[config.mk]
export PLATFORM = sky130hd
export DESIGN_NAME = instruction_fetch_unit
export DESIGN_NICKNAME = d
export VERILOG_FILES = /design/src/rtl/riscv16_pkg.sv /design/src/rtl/ifu_fifo.sv /design/src/rtl/instruction_fetch_unit.sv
export SDC_FILE = /design/constraint.sdc
export NUM_CORES = 1
export LEC_CHECK = 0
export ABC_CLOCK_PERIOD_IN_PS = 3750
export CAP_MARGIN = 20
export CORE_MARGIN = 8
export CORE_UTILIZATION = 52
export DETAILED_ROUTE_END_ITERATION = 12
export GPL_TIMING_DRIVEN = 0
export HOLD_SLACK_MARGIN = 0.05
export PLACE_DENSITY = 0.86
export RECOVER_POWER = 25
export SYNTH_ARGS = -nofsm -noshare
export SYNTH_HDL_FRONTEND = slang
export SYNTH_SLANG_ARGS = --single-unit
[constraint.sdc]
create_clock -name clk -period 3.75 [get_ports clk]
set_input_delay 0.375 -clock clk [delete_from_list [all_inputs] [get_ports clk]]
set_output_delay 0.375 -clock clk [all_outputs]
set_load 0.05 [all_outputs]
[src/rtl/riscv16_pkg.sv]
// riscv16_pkg: shared widths, reset PC and fetch FSM state type for the 16-bit core
package riscv16_pkg;
    localparam int XLEN = 16;
    localparam int INSTR_BYTES = 2;
    localparam logic [XLEN-1:0] RESET_PC = 16'h0000;
    typedef enum logic [1:0] {S_BOOT, S_FETCH, S_DRAIN} ifu_state_t;
endpackage

[src/rtl/ifu_fifo.sv]
// ifu_fifo: synchronous prefetch FIFO with flush and occupancy count
//  clk, reset          : clock, synchronous active-high reset
//  flush               : empties the FIFO (wins over push/pop)
//  push, push_data     : write one entry (caller guarantees not full)
//  pop                 : drop head entry (caller guarantees not empty)
//  head, count         : current head entry and occupancy
module ifu_fifo #(
    parameter int WIDTH = 32,
    parameter int DEPTH = 2
)(
    input  logic                       clk,
    input  logic                       reset,
    input  logic                       flush,
    input  logic                       push,
    input  logic [WIDTH-1:0]           push_data,
    input  logic                       pop,
    output logic [WIDTH-1:0]           head,
    output logic [$clog2(DEPTH):0]     count
);
    localparam int AW = $clog2(DEPTH);
    logic [WIDTH-1:0] mem [DEPTH];
    logic [AW-1:0] wr_ptr, rd_ptr;
    assign head = mem[rd_ptr];
    always_ff @(posedge clk) begin
        if (reset || flush) begin
            wr_ptr <= '0;
            rd_ptr <= '0;
            count <= '0;
        end else begin
            if (push) mem[wr_ptr] <= push_data;
            wr_ptr <= wr_ptr + AW'(push);
            rd_ptr <= rd_ptr + AW'(pop);
            count <= count + (AW+1)'(push) - (AW+1)'(pop);
        end
    end
endmodule

[src/rtl/instruction_fetch_unit.sv]
// instruction_fetch_unit: fetch PC, in-order imem requests, prefetch FIFO to decode
//  clk, reset                        : clock, synchronous active-high reset
//  imem_req_valid/ready/addr         : request channel to instruction memory
//  imem_rsp_valid/data               : in-order responses, no backpressure
//  redirect_valid/pc                 : taken branch/jump from execute
//  if_valid/ready/instr/pc           : FIFO head to decode
//  perf_fetched/perf_bubble          : saturating counters, present only with IFU_PERF_CNT_EN
module instruction_fetch_unit #(
    parameter int XLEN = riscv16_pkg::XLEN,
    parameter logic [XLEN-1:0] RESET_PC = riscv16_pkg::RESET_PC,
    parameter int FIFO_DEPTH = 2
)(
    input  logic            clk,
    input  logic            reset,
    output logic            imem_req_valid,
    input  logic            imem_req_ready,
    output logic [XLEN-1:0] imem_req_addr,
    input  logic            imem_rsp_valid,
    input  logic [XLEN-1:0] imem_rsp_data,
    input  logic            redirect_valid,
    input  logic [XLEN-1:0] redirect_pc,
    output logic            if_valid,
    input  logic            if_ready,
    output logic [XLEN-1:0] if_instr,
    output logic [XLEN-1:0] if_pc
`ifdef IFU_PERF_CNT_EN
    ,
    output logic [31:0]     perf_fetched,
    output logic [31:0]     perf_bubble
`endif
);
    import riscv16_pkg::*;
    localparam int CW = $clog2(FIFO_DEPTH) + 1;
    localparam logic [CW-1:0] DEPTH_C = CW'(FIFO_DEPTH);
    localparam logic [XLEN-1:0] STEP = XLEN'(INSTR_BYTES);
    ifu_state_t state;
    logic [XLEN-1:0] fetch_pc, rsp_pc, target;
    logic [CW-1:0] outstanding, drop_cnt, fifo_count, remaining;
    logic [2*XLEN-1:0] head;
    logic req_fire, rsp_fire, push, pop;
    assign target = {redirect_pc[XLEN-1:1], 1'b0};
    // outstanding plus buffered never exceeds depth, so the FIFO cannot overflow
    assign imem_req_valid = state == S_FETCH && fifo_count + outstanding < DEPTH_C && !redirect_valid;
    assign imem_req_addr = fetch_pc;
    assign req_fire = imem_req_valid && imem_req_ready;
    assign rsp_fire = imem_rsp_valid && outstanding != '0;
    // responses still owed after this cycle; on redirect these become stale drops
    assign remaining = outstanding - CW'(rsp_fire);
    assign push = rsp_fire && state == S_FETCH && !redirect_valid;
    assign if_valid = fifo_count != '0;
    assign pop = if_valid && if_ready;
    assign {if_pc, if_instr} = if_valid ? head : '0;
    ifu_fifo #(.WIDTH(2*XLEN), .DEPTH(FIFO_DEPTH)) u_fifo (
        .clk(clk),
        .reset(reset),
        .flush(redirect_valid),
        .push(push),
        .push_data({rsp_pc, imem_rsp_data}),
        .pop(pop),
        .head(head),
        .count(fifo_count)
    );
    always_ff @(posedge clk) begin
        if (reset) begin
            state <= S_BOOT;
            fetch_pc <= RESET_PC;
            rsp_pc <= RESET_PC;
            outstanding <= '0;
            drop_cnt <= '0;
        end else if (redirect_valid) begin
            state <= remaining != '0 ? S_DRAIN : S_FETCH;
            fetch_pc <= target;
            rsp_pc <= target;
            outstanding <= remaining;
            drop_cnt <= remaining;
        end else begin
            state <= state == S_BOOT ? S_FETCH :
                     (state == S_DRAIN && rsp_fire && drop_cnt == CW'(1)) ? S_FETCH : state;
            drop_cnt <= drop_cnt - CW'(state == S_DRAIN && rsp_fire);
            outstanding <= remaining + CW'(req_fire);
            fetch_pc <= req_fire ? fetch_pc + STEP : fetch_pc;
            rsp_pc <= push ? rsp_pc + STEP : rsp_pc;
        end
    end
`ifdef IFU_PERF_CNT_EN
    always_ff @(posedge clk) begin
        if (reset) begin
            perf_fetched <= '0;
            perf_bubble <= '0;
        end else begin
            perf_fetched <= perf_fetched + 32'(pop && perf_fetched != '1);
            perf_bubble <= perf_bubble + 32'(if_ready && !if_valid && state != S_BOOT && perf_bubble != '1);
        end
    end
`endif
endmodule

Word-level counts from Yosys, hierarchy flattened

Memory sizes are Yosys's and may differ from the RTL's. A register that Yosys moved wholly into a read port is not among the register bits.
Index checks and enable logic that the tools add are counted.

Add/subtract/negate cells: 10
Multiply operators: 0
Div/mod/pow operators: 0
$lt $le $gt $ge: 1
Eq/ne operators: 3
Shifts and indexed selects: 0
Muxes and demuxes: 15
Bitwise logic cells: 0
Reductions and logical operators: 19

Operator list:

| operator                                             | count |
|---|---|
| 2-to-1 mux 16 bit                                    | 4 |
| adder 16 x 2 -> 16 bit (second input constant)       | 2 |
| 2-to-1 mux 32 bit                                    | 1 |
| 2-to-1 mux 2 bit                                     | 6 |
| nonzero test 2 bit                                   | 5 |
| logical AND 1 bit                                    | 9 |
| subtractor 2 x 1 -> 2 bit                            | 3 |
| adder 2 x 1 -> 2 bit                                 | 2 |
| equality test 2 x 1 -> 1 bit (second input constant) | 2 |
| 2-to-1 mux 1 bit                                     | 4 |
| nonzero test 3 bit                                   | 1 |
| adder 1 bit                                          | 2 |
| adder 2 bit                                          | 1 |
| equality test 2 bit (second input constant)          | 1 |
| zero test 2 bit                                      | 1 |
| less-than comparator 2 bit (second input constant)   | 1 |
| OR reduction 2 bit                                   | 1 |
| zero test 1 bit                                      | 1 |
| logical OR 1 bit                                     | 1 |

Flip-flop bits (word level): 42
Latch bits: 0
Bits in writable memories: 64
Memory bits (read-only): 0
Input port bits: 38
Logic and storage cells: 59
Memories: 1

Memories:

| name       | words | width | rd ports | clocked after Yosys merged registers in | write ports | RTL line       | text |
|---|---|---|---|---|---|---|---|
| u_fifo.mem | 2     | 32    | 1        | 1                                       | 1           | ifu_fifo.sv:21 | `logic [WIDTH-1:0] mem [DEPTH];` |

Longest topological paths before layout

Gate-level depths: netlist (run 1).

Depth in word-level cells: 7
Mapped depth: 10

Cells and area by module

A second synthesis (run 1) with hierarchy kept.

Cells, all modules: 393
Area, all modules: 4877.2 um^2

Modules (own cells, without submodules):

| module                 | instances | cells an instance | area each (um^2) | seq. area each (um^2) |
|---|---|---|---|---|
| ifu_fifo               | 1         | 118               | 2660.1           | 2001.9 |
| instruction_fetch_unit | 1         | 275               | 2217.1           | 720.7 |

Worst setup path before layout (run 1)

OpenSTA, ideal clock, no wires.

Kind: reg2reg
Start point: reg state[1]
End point: mem u_fifo.mem[0][0], enable pin
Data arrival time: 2.293 ns
Path slack: 1.038 ns
Stages on the path, launching flop included: 6
Path buffers: 1
Clock period less this slack: 2.712 ns
Cells stage by stage: dfxtp_1 nand2b_1 clkbuf_1 nor2_1 nand2_1 nor2_1

Word-level cells in the longest chain between the ends: 6

Ends and longest elaborated chain:

| what                                   | RTL line                     | text |
|---|---|---|
| from (decl)                            | instruction_fetch_unit.sv:36 | `ifu_state_t state;` |
| from (signal assigned)                 | instruction_fetch_unit.sv:71 | `state <= remaining != '0 ? S_DRAIN : S_FETCH;` |
| from (signal assigned)                 | instruction_fetch_unit.sv:77 | `state <= state == S_BOOT ? S_FETCH :` |
| equality test 2 x 1 -> 1 bit           | instruction_fetch_unit.sv:49 | `assign push = rsp_fire && state == S_FETCH && !redirect_valid;` |
| logical AND 1 bit (2 in a row)         | instruction_fetch_unit.sv:49 |  |
| 2-to-1 mux 1 bit                       | ifu_fifo.sv:30               | `if (push) mem[wr_ptr] <= push_data;` |
| 2-to-1 mux 1 bit                       | ifu_fifo.sv:25               | `if (reset \|\| flush) begin` |
| 2-to-1 mux 1 bit (not written as such) | ifu_fifo.sv:30               |  |
| to (decl)                              | ifu_fifo.sv:21               |  |

Every way passes these cells.

Worst setup path in the final report (run 1)

Start point: in redirect_valid
End point: out imem_req_valid

Word-level cells in the longest chain between the ends: 2

Ends and longest elaborated chain:

| what              | RTL line                     | text |
|---|---|---|
| from (decl)       | instruction_fetch_unit.sv:20 | `input logic redirect_valid,` |
| zero test 1 bit   | instruction_fetch_unit.sv:43 | `assign imem_req_valid = state == S_FETCH && fifo_count + outstanding < DEPTH_C && !redirect_valid;` |
| logical AND 1 bit | instruction_fetch_unit.sv:43 |  |
| to (decl)         | instruction_fetch_unit.sv:15 | `output logic imem_req_valid,` |

Every way passes these cells.

==> impl_metrics.ini, run 1 <==
[outcome]
status = finished clean

[flow_run]
drv_cap = 0

[cells_and_area]
finish.utilization_pct = 67.6
diodes = 0
final_cell_mix = clkdlybuf4s50_1, edfxtp_1, nor2_1
area_delta_synth_final_pct = 26.0
final_nets = 558
mostFrequentLayoutCell = clkdlybuf4s50_1
drive_above_1_share_pct = 5.02

[synthesis]
synth_edf_count = 62
seq_area_frac_synth_pct = 56.9
avgSynthCellArea_um2 = 11.2
ys_types = 46
synthCells = 417
synth_seq_cells = 102
yosys_warnings = 0
ys.flop_type = edfxtp_1
syn_area_mm2 = 0.00468
ys_async_sr_fraction_pct = 0

[clock_network]
worstSkewPairLatency_ns = 0.38
clk_pin_slew_ns = 0.09
h-tree-depth = 3
cts_hold_buf = 0
post_cts_buffers = 0
clkSinkCount = 102
cts_buffers = 9
cts_resized = 0
clock_path_buffers = 2
cts_tree = built
root_buffer = clkbuf_8

[pwr]
fin_total_pwr_uw = 2390
cellLeakagePower_uw = 0.00200
ir_drop_mv = 0.201
p_per_area_mw_per_mm2 = 406

[setup_path]
crit_fanout = 10
cp.required_ns = 3.38
endpoint_kind = output pin
arrival_ns = 2.72
crit_type = primary input to output pin
startpoint_type = primary input

[timing]
tightest_slew_ns = 0.865
setup_ws_ns = 0.657
min_period_ns = 3.09
clock_skew_ns = 0.0127
slew_headroom_pct = 42.2
slew_viol_final = 0
hold_viol = 0
finalSetupViolCount = 0
fin_hold_ws_ns = 0.505
fin_crit_sh_pct = 82.5
fmax_mhz = 323
rsz0062_at_grt = false

[route]
routed_wl_um = 10900
drt_iter0_drc = 234
drcViolationCount = 0
final_antenna_net_count = 0
vias = 3552
first_pass_iters = 4
routed_via_density = 5.67
wire_per_inst_um = 17.4

[floorplanning]
row_count = 34
start_util_pct = 53.7
dieWidth_um = 111
ioPinCount = 88
die_h_um = 111
die_area_mm2 = 0.0123
core_area_mm2 = 0.00872

[global_route]
overflow = 0
grt_pass1_vias = 3598
grt_pass1_wl_um = 17800
grt_use_total_pct = 17.6
antenna_found_initial = 0
grt_max_degree = 32

[place]
dpl.hpwl_um = 8090
dp_slack_ns = 0.699
portBuffers = 83
gp_congestion = 0.889

[min_path]
min_path_type = flop to flop
[synth_stat cells (10+ instances only)]
cell      count  area (um^2)
xnor2_1      17          149
nand2_1      17         63.8
a21oi_1      15         75.1
mux2i_1      32          320
nor2_1       51          191
inv_1        22         82.6
nand4_1      10         62.6
dfxtp_1      40          801
o31a_1       15          131
nor3_1       10         50.1
edfxtp_1     62         1860
clkbuf_1     18         67.6
nor4_1       15         93.8
[sequential cells by signal, indices dropped and copies added, names as in the netlist]
| name | cells |
|---|---|
| imem_req_addr | 15 |
| u_fifo.count | 2 |
| state | 2 |
| u_fifo.wr_ptr | 1 |
| u_fifo.rd_ptr | 1 |
| rsp_pc | 15 |
| drop_cnt | 2 |
| u_fifo.mem | 62 |
| outstanding | 2 |
[through the flow]
stage          cell area (um^2)  std cells  setup TNS, ns
6_report                   5900        626              0
2_1_floorplan              4680        418              0
3_5_place_dp               5680        610              0
5_1_grt                    5900        626              0
3_3_place_gp               5650        609          -4.24
4_1_cts                    5900        626              0
[cells by family (layout without fill, tap and decap cells)]
group	count (synthesis)	in the layout	share of synthesized area [%]
and+or+nand+nor	141	141	15.7
AOI/OAI and AO/OA	65	65	10.1
muxes	32	32	6.84
xor gates and xnor gates	20	20	3.74
DFF	102	102	56.9
other	1	2	0.0801
buffers and inverters	49	149	4.68
adders and majority gates	7	7	1.87
[routing by layer]
layer | track usage [%] | part of all wire (%) | vias to the layer above
met4 | 6.94 | 1.4 | 0
met5 | 0 | 0 | -
met2 | 27.8 | 47 | 136
li1 | - | - | 1717
met1 | 21.6 | 43 | 1684
met3 | 6.11 | 8.7 | 15
[critical path, stage by stage]
cell and delay (ns):
clkdlybuf4s50_1 0.58, clkbuf_1 0.42, clkbuf_1 0.46, nor3_1 0.14
clkdlybuf4s50_1 0.73
[power breakdown]
part,internal [uW],switching [uW],leakage [uW]
Sequential,1230,48.8,0.000894
Combinational,150,234,0.00100
Clock,339,393,0.000109
Total,1720,676,0.00200
[cell type report]
cell class,count,area [um^2]
fill,663,2820
clock buffer,10,138
sequential,102,2660
multi-input combinational,267,1810
clock inverter,6,76.3
timing repair buffer,84,858
buffer,27,136
inverter,22,82.6
tap,108,135
[worst paths after layout]
kind | slack (ns) | from | depth (start not counted) | end
min | 0.51 | rsp_pc[15] | 0 | u_fifo.mem[1][31]
min reg2reg | 0.51 | rsp_pc[15] | 0 | u_fifo.mem[1][31]
max reg2reg | 1.38 | state[0] | 5 | u_fifo.mem[1][26]
max | 0.66 | redirect_valid | 5 | imem_req_valid
No activity file was read; power rests on OpenSTA's default activity.
==> run 2: changes to the inputs <==
--- a/config.mk
+++ b/config.mk
@@ -5,7 +5,7 @@
 export SDC_FILE = /design/constraint.sdc
 export NUM_CORES = 1
 export LEC_CHECK = 0
-export ABC_CLOCK_PERIOD_IN_PS = 3750
+export ABC_CLOCK_PERIOD_IN_PS = 3000
 export CAP_MARGIN = 20
 export CORE_MARGIN = 8
 export CORE_UTILIZATION = 52
==> constraint.sdc (replaced) <==
create_clock -name clk -period 3 [get_ports clk]
set_input_delay 0.3 -clock clk [delete_from_list [all_inputs] [get_ports clk]]
set_output_delay 0.3 -clock clk [all_outputs]
set_load 0.05 [all_outputs]
==> run 2 against run 1 <==
Flip-flop and latch count unchanged. Setup slack worse by 0.35 ns. Routed wire length down 0.10%. Sequential power grew 25%. Non-clock buffer count is the same. Count of clock-buffer cells in the layout unchanged. Global-route usage unchanged. Total power up 25%. Clock power grew 25%. Largest cell class unchanged. Largest power group unchanged.
==> impl_metrics.ini, run 2 (synthesized netlist as in run 1, its figures left out) <==
[floorplanning]
row_count = 34
ioPinCount = 88
die_area_mm2 = 0.0123
die_h_um = 111
dieWidth_um = 111
core_area_mm2 = 0.00872
start_util_pct = 53.7

[outcome]
status = finished clean

[cells_and_area]
drive_above_1_share_pct = 5.79
register_area_mm2 = 0.00266
final_nets = 558
fillCellCount = 663
top_register = u_fifo.mem
diodes = 0
stdcell_count = 626
largest_reg_flops = 62
multiInputGateArea_mm2 = 0.00181
final_cell_mix = clkdlybuf4s50_1, edfxtp_1, nor2_1
area_delta_synth_final_pct = 26.2
mostFrequentLayoutCell = clkdlybuf4s50_1

[route]
vias = 3534
routed_wl_um = 10900
routed_via_density = 5.65
drcViolationCount = 0
drt_iter0_drc = 239
final_antenna_net_count = 0
wire_per_inst_um = 17.4
first_pass_iters = 4

[setup_path]
endpoint_kind = output pin
ff2ff_path_depth = 5
arrival_ns = 2.39
crit_type = flop to output pin
rr_endpoint = u_fifo.mem[1][26]
startpoint_type = flop
cp.required_ns = 2.70
crit_fanout = 10
rr_startpoint = state[0]
ff2ff_setup_slack_ns = 0.63

[pwr]
ir_drop_mv = 0.252
cellLeakagePower_uw = 0.00203
p_per_area_mw_per_mm2 = 506

[global_route]
grt_pass1_wl_um = 17800
overflow = 0
grt_max_degree = 32
grt_use_total_pct = 17.6
antenna_found_initial = 0
grt_pass1_vias = 3598

[min_path]
min_from = reset
holdPathEnd = rsp_pc[2]
whs_path_depth = 3
min_path_type = primary input to flop

[timing]
fin_crit_sh_pct = 89.7
timing.setup.tns_ns = 0
slew_headroom_pct = 42.4
min_period_ns = 2.69
slew_viol_final = 0
clock_skew_ns = 0.0121
fmax_mhz = 372
tightest_slew_ns = 0.862
hold_viol = 0
finalSetupViolCount = 0
rsz0062_at_grt = false

[clock_network]
cts_tree = built
h-tree-depth = 3
post_cts_buffers = 0
root_buffer = clkbuf_8
clkSinkCount = 102
clock_path_buffers = 2
cts_buffers = 9
clk_pin_slew_ns = 0.10
worstSkewPairLatency_ns = 0.38

[flow_run]
drv_cap = 0

[place]
placedCellCount = 610
dpl.hpwl_um = 8090
gp_congestion = 0.889
portBuffers = 83
## run 2: cell types whose count changed in the layout (fill, tap and decap cells not counted)
cell,before,now
clkdlybuf4s50_1,70,66
dlymetal6s2s_1,0,1
clkbuf_1,18,17
dlygate4sd3_1,13,16
clkbuf_2,1,5
buf_1,3,0
## run 2: timing repair
| item | 4_1_cts | 5_1_grt |
|---|---|---|
| gates resized for setup | 0 | 6 |
| endpoints found under the setup margin | 0 | 31 |
| hold buffers | 0 | 0 |
## run 2: worst max path at each step
stage / startpoint / end / slack [ns] / cells after the start
5_1_grt: u_fifo.rd_ptr / if_pc[14] / 0.15 / 5
3_5_place_dp: redirect_valid / imem_req_valid / 0.1 / 5
3_3_place_gp: imem_rsp_valid / u_fifo.mem[0][6] / -0.81 / 5
4_1_cts: u_fifo.rd_ptr / if_pc[6] / 0.006 / 5
2_1_floorplan: state[1] / u_fifo.mem[0][0] / 0.29 / 5
6_report: u_fifo.rd_ptr / if_pc[6] / 0.31 / 5
## run 2: layer usage
layer | part of all wire [%] | GRT usage (%) | vias up | wire [um]
li1 | - | - | 1713 | -
met1 | 42 | 21.6 | 1664 | 4590
met2 | 48 | 27.8 | 142 | 5180
met3 | 8.8 | 6.11 | 15 | 955
met4 | 1.3 | 6.94 | 0 | 141
met5 | 0 | 0 | - | 0
## run 2: power by group
group          total [uW]  internal [uW]  switching [uW]
combinational         478            186             292
sequential           1600           1540            61.2
clock                 915            423             492
## run 2: cell type report
type / instances / area share, %
Sequential cell: 102 / 45.1
Multi-Input combinational cell: 267 / 30.6
Timing Repair Buffer: 84 / 14.6
Buffer: 27 / 2.39
Clock buffer: 10 / 2.33
Tap cell: 108 / 2.29
Inverter: 22 / 1.40
Clock inverter: 6 / 1.29
## run 2: stage by stage
| stage | hold WS, ns | setup WS, ns | total power, uW | utilization (%) | cell area (um^2) |
|---|---|---|---|---|---|
| floorplan | 0.399 | 0.288 | 1930 | - | 4680 |
| global placement | 0.466 | -0.814 | 2090 | 64.8 | 5650 |
| detailed placement | 0.490 | 0.0987 | 2110 | 65.2 | 5680 |
| CTS | 0.477 | 0.00644 | 3010 | 67.6 | 5900 |
| global route | 0.519 | 0.147 | 3110 | 67.7 | 5910 |
| finish | 0.472 | 0.309 | 2990 | 67.7 | 5910 |
## run 2: critical path: stages (launching register included)
cell	delay (ns)
dfxtp_1	0.32
clkbuf_1	0.23
clkbuf_2	0.37
mux2i_1	0.14
nor2_1	0.12
clkdlybuf4s50_1	0.84
==> run 3: changes to the inputs <==
--- a/config.mk
+++ b/config.mk
@@ -5,10 +5,11 @@
 export SDC_FILE = /design/constraint.sdc
 export NUM_CORES = 1
 export LEC_CHECK = 0
+export ABC_AREA = 1
 export ABC_CLOCK_PERIOD_IN_PS = 3000
 export CAP_MARGIN = 20
 export CORE_MARGIN = 8
-export CORE_UTILIZATION = 52
+export CORE_UTILIZATION = 53
 export DETAILED_ROUTE_END_ITERATION = 12
 export GPL_TIMING_DRIVEN = 0
 export HOLD_SLACK_MARGIN = 0.05
==> run 3 against run 2 <==
Via count increased by 22%. Core utilization decreased by 0.55 points. Synthesized area increased by 5.0%. Register-to-register slack improved by 0.25 ns. Global-route usage increased by 2.4 points. Clock skew increased by 0.0058 ns. Sequential share of layout area decreased by 1.6 points. Final cell count increased by 26%. Combinational power increased by 51%. Design area increased by 3.6%. Count of clock-buffer cells in the layout decreased by 1. Critical path type unchanged. Largest cell class unchanged. Highest routed layer unchanged.
==> impl_metrics.ini, run 3 <==
[synthesis]
yosysTopAreaCell = edfxtp_1
seq_area_frac_synth_pct = 54.2
ys.flop_type = edfxtp_1
ys_types = 34
synth_edf_count = 62
synth_seq_cells = 102
yosys_warnings = 0
yosysTopAreaCellShare_pct = 37.9
synth_most_common_cell = nand2_1
synthCells = 578
avgSynthCellArea_um2 = 8.50
ys_async_sr_fraction_pct = 0
syn_area_mm2 = 0.00491
synth_common_cells = nand2_1, edfxtp_1, a21oi_1, nand3_1, nor2_1
synthTopCellsByArea = edfxtp_1, dfxtp_1, nand2_1

[cells_and_area]
final_area_mm2 = 0.00612
final_nets = 719
multiInputGateArea_mm2 = 0.00197
register_area_mm2 = 0.00266
largest_reg_flops = 62
finish.utilization_pct = 67.2
final_cell_mix = nand2_1, clkdlybuf4s50_1, edfxtp_1
top_register = u_fifo.mem
fillCellCount = 755
diodes = 0
drive_above_1_share_pct = 8.98
area_delta_synth_final_pct = 24.5
mostFrequentLayoutCell = nand2_1
stdcell_count = 790

[global_route]
grt_max_degree = 32
grt_pass1_wl_um = 20800
grt_pass1_vias = 4344
overflow = 0
antenna_found_initial = 0
grt_use_total_pct = 20.0

[setup_path]
endpoint_kind = output pin
startpoint_type = flop
arrival_ns = 2.48
crit_type = flop to output pin
crit_fanout = 10
cp.required_ns = 2.70

[place]
dp_slack_ns = 0.128
gp_congestion = 0.882
dpl.hpwl_um = 9300
portBuffers = 83
place_area_mm2 = 0.00593
placedCellCount = 774

[floorplanning]
core_area_mm2 = 0.00911
ioPinCount = 88
row_count = 35
die_area_mm2 = 0.0126
dieWidth_um = 112
start_util_pct = 53.9
die_h_um = 112

[timing]
slew_headroom_pct = 40.2
rsz0062_at_grt = false
hold_viol = 0
finalSetupViolCount = 0
min_period_ns = 2.78
tightest_slew_ns = 0.895
fin_crit_sh_pct = 92.6
fmax_mhz = 360
slew_viol_final = 0
setup_ws_ns = 0.222
clock_skew_ns = 0.0179

[pwr]
cellLeakagePower_uw = 0.00242
ir_drop_mv = 0.240
fin_total_pwr_uw = 3210
p_per_area_mw_per_mm2 = 524

[clock_network]
clkSinkCount = 102
clock_path_buffers = 2
root_buffer = clkbuf_8
cts_buffers = 9
cts_tree = built
clk_pin_slew_ns = 0.11
worstSkewPairLatency_ns = 0.36
h-tree-depth = 3
cts_resized = 0
cts_hold_buf = 0
post_cts_buffers = 0

[route]
vias = 4326
wl_met3_um = 942
drt-met1-wl_um = 5230
drt_iter0_drc = 339
maxUsedRoutingLayer = met4
wire_per_inst_um = 15.8
drcViolationCount = 0
wl_met2_um = 6160
final_antenna_net_count = 0
first_pass_iters = 5
routed_wl_um = 12500
routed_via_density = 5.48

[outcome]
status = finished clean

[flow_run]
drv_cap = 0

[min_path]
min_path_type = primary input to flop
==> run 3: changes by cell type in the layout (fill, tap and decap cells not counted), sizes merged, moves of 21 or more <==
cell	delta
a21oi	+38
o21ai	+21
inv	+31
mux2i	-32
nand3	+51
nand2	+160
==> run 3: layout make-up <==
class | instances | area share [%]
Clock inverter | 7 | 1.00
Multi-Input combinational cell | 403 | 32.2
Tap cell | 111 | 2.27
Timing Repair Buffer | 84 | 14.0
Inverter | 51 | 3.13
Sequential cell | 102 | 43.5
Buffer | 23 | 1.86
Clock buffer | 9 | 2.02
==> run 3: metrics by stage <==
step                      hold slack, ns  TNS [ns]
after global routing               0.522         0
after floorplan                    0.396         0
after CTS                          0.471         0
after detailed placement           0.485         0
after global placement             0.456    -45.22
final                              0.485         0
==> run 3: worst paths after layout <==
kind                                      from                end  slack (ns)  depth (start not counted)
worst max-delay path             u_fifo.rd_ptr           if_pc[2]        0.22                          5
worst min-delay path            redirect_valid     outstanding[0]        0.49                          4
worst max register to register  outstanding[1]  u_fifo.mem[0][29]        0.88                          5
worst min register to register   u_fifo.wr_ptr      u_fifo.wr_ptr        0.50                          2
==> run 3: cells by family (layout without fill, tap and decap cells) <==
logic type                 count (synthesis)  after routing  synth area share, %
buffers and inverters                     74            174                 6.21
and+or+nand+nor                          302            302                 27.5
DFF                                      102            102                 54.2
AOI/OAI and AO/OA                         85             85                 8.99
adders and majority gates                  7              7                 1.78
xor gates and xnor gates                   7              7                 1.25
other                                      1              2               0.0763
==> run 3: where the power goes <==
part           switching, uW  internal (uW)
Sequential              84.2           1570
Combinational            471            251
Clock                    505            323
==> run 3: worst max-delay path, cell delays in order, from the launching register on <==
cell             delay (ns)
dfxtp_1                0.37
inv_1                  0.17
buf_1                  0.39
nand2_1                0.12
a21oi_1                0.22
clkdlybuf4s50_1        0.85
==> run 3: per-layer routing <==
layer | track usage, % | up-vias
li1 | - | 2108
met1 | 24.2 | 2023
met2 | 34.0 | 179
met3 | 5.37 | 16
met4 | 6.47 | 0
met5 | 0 | -
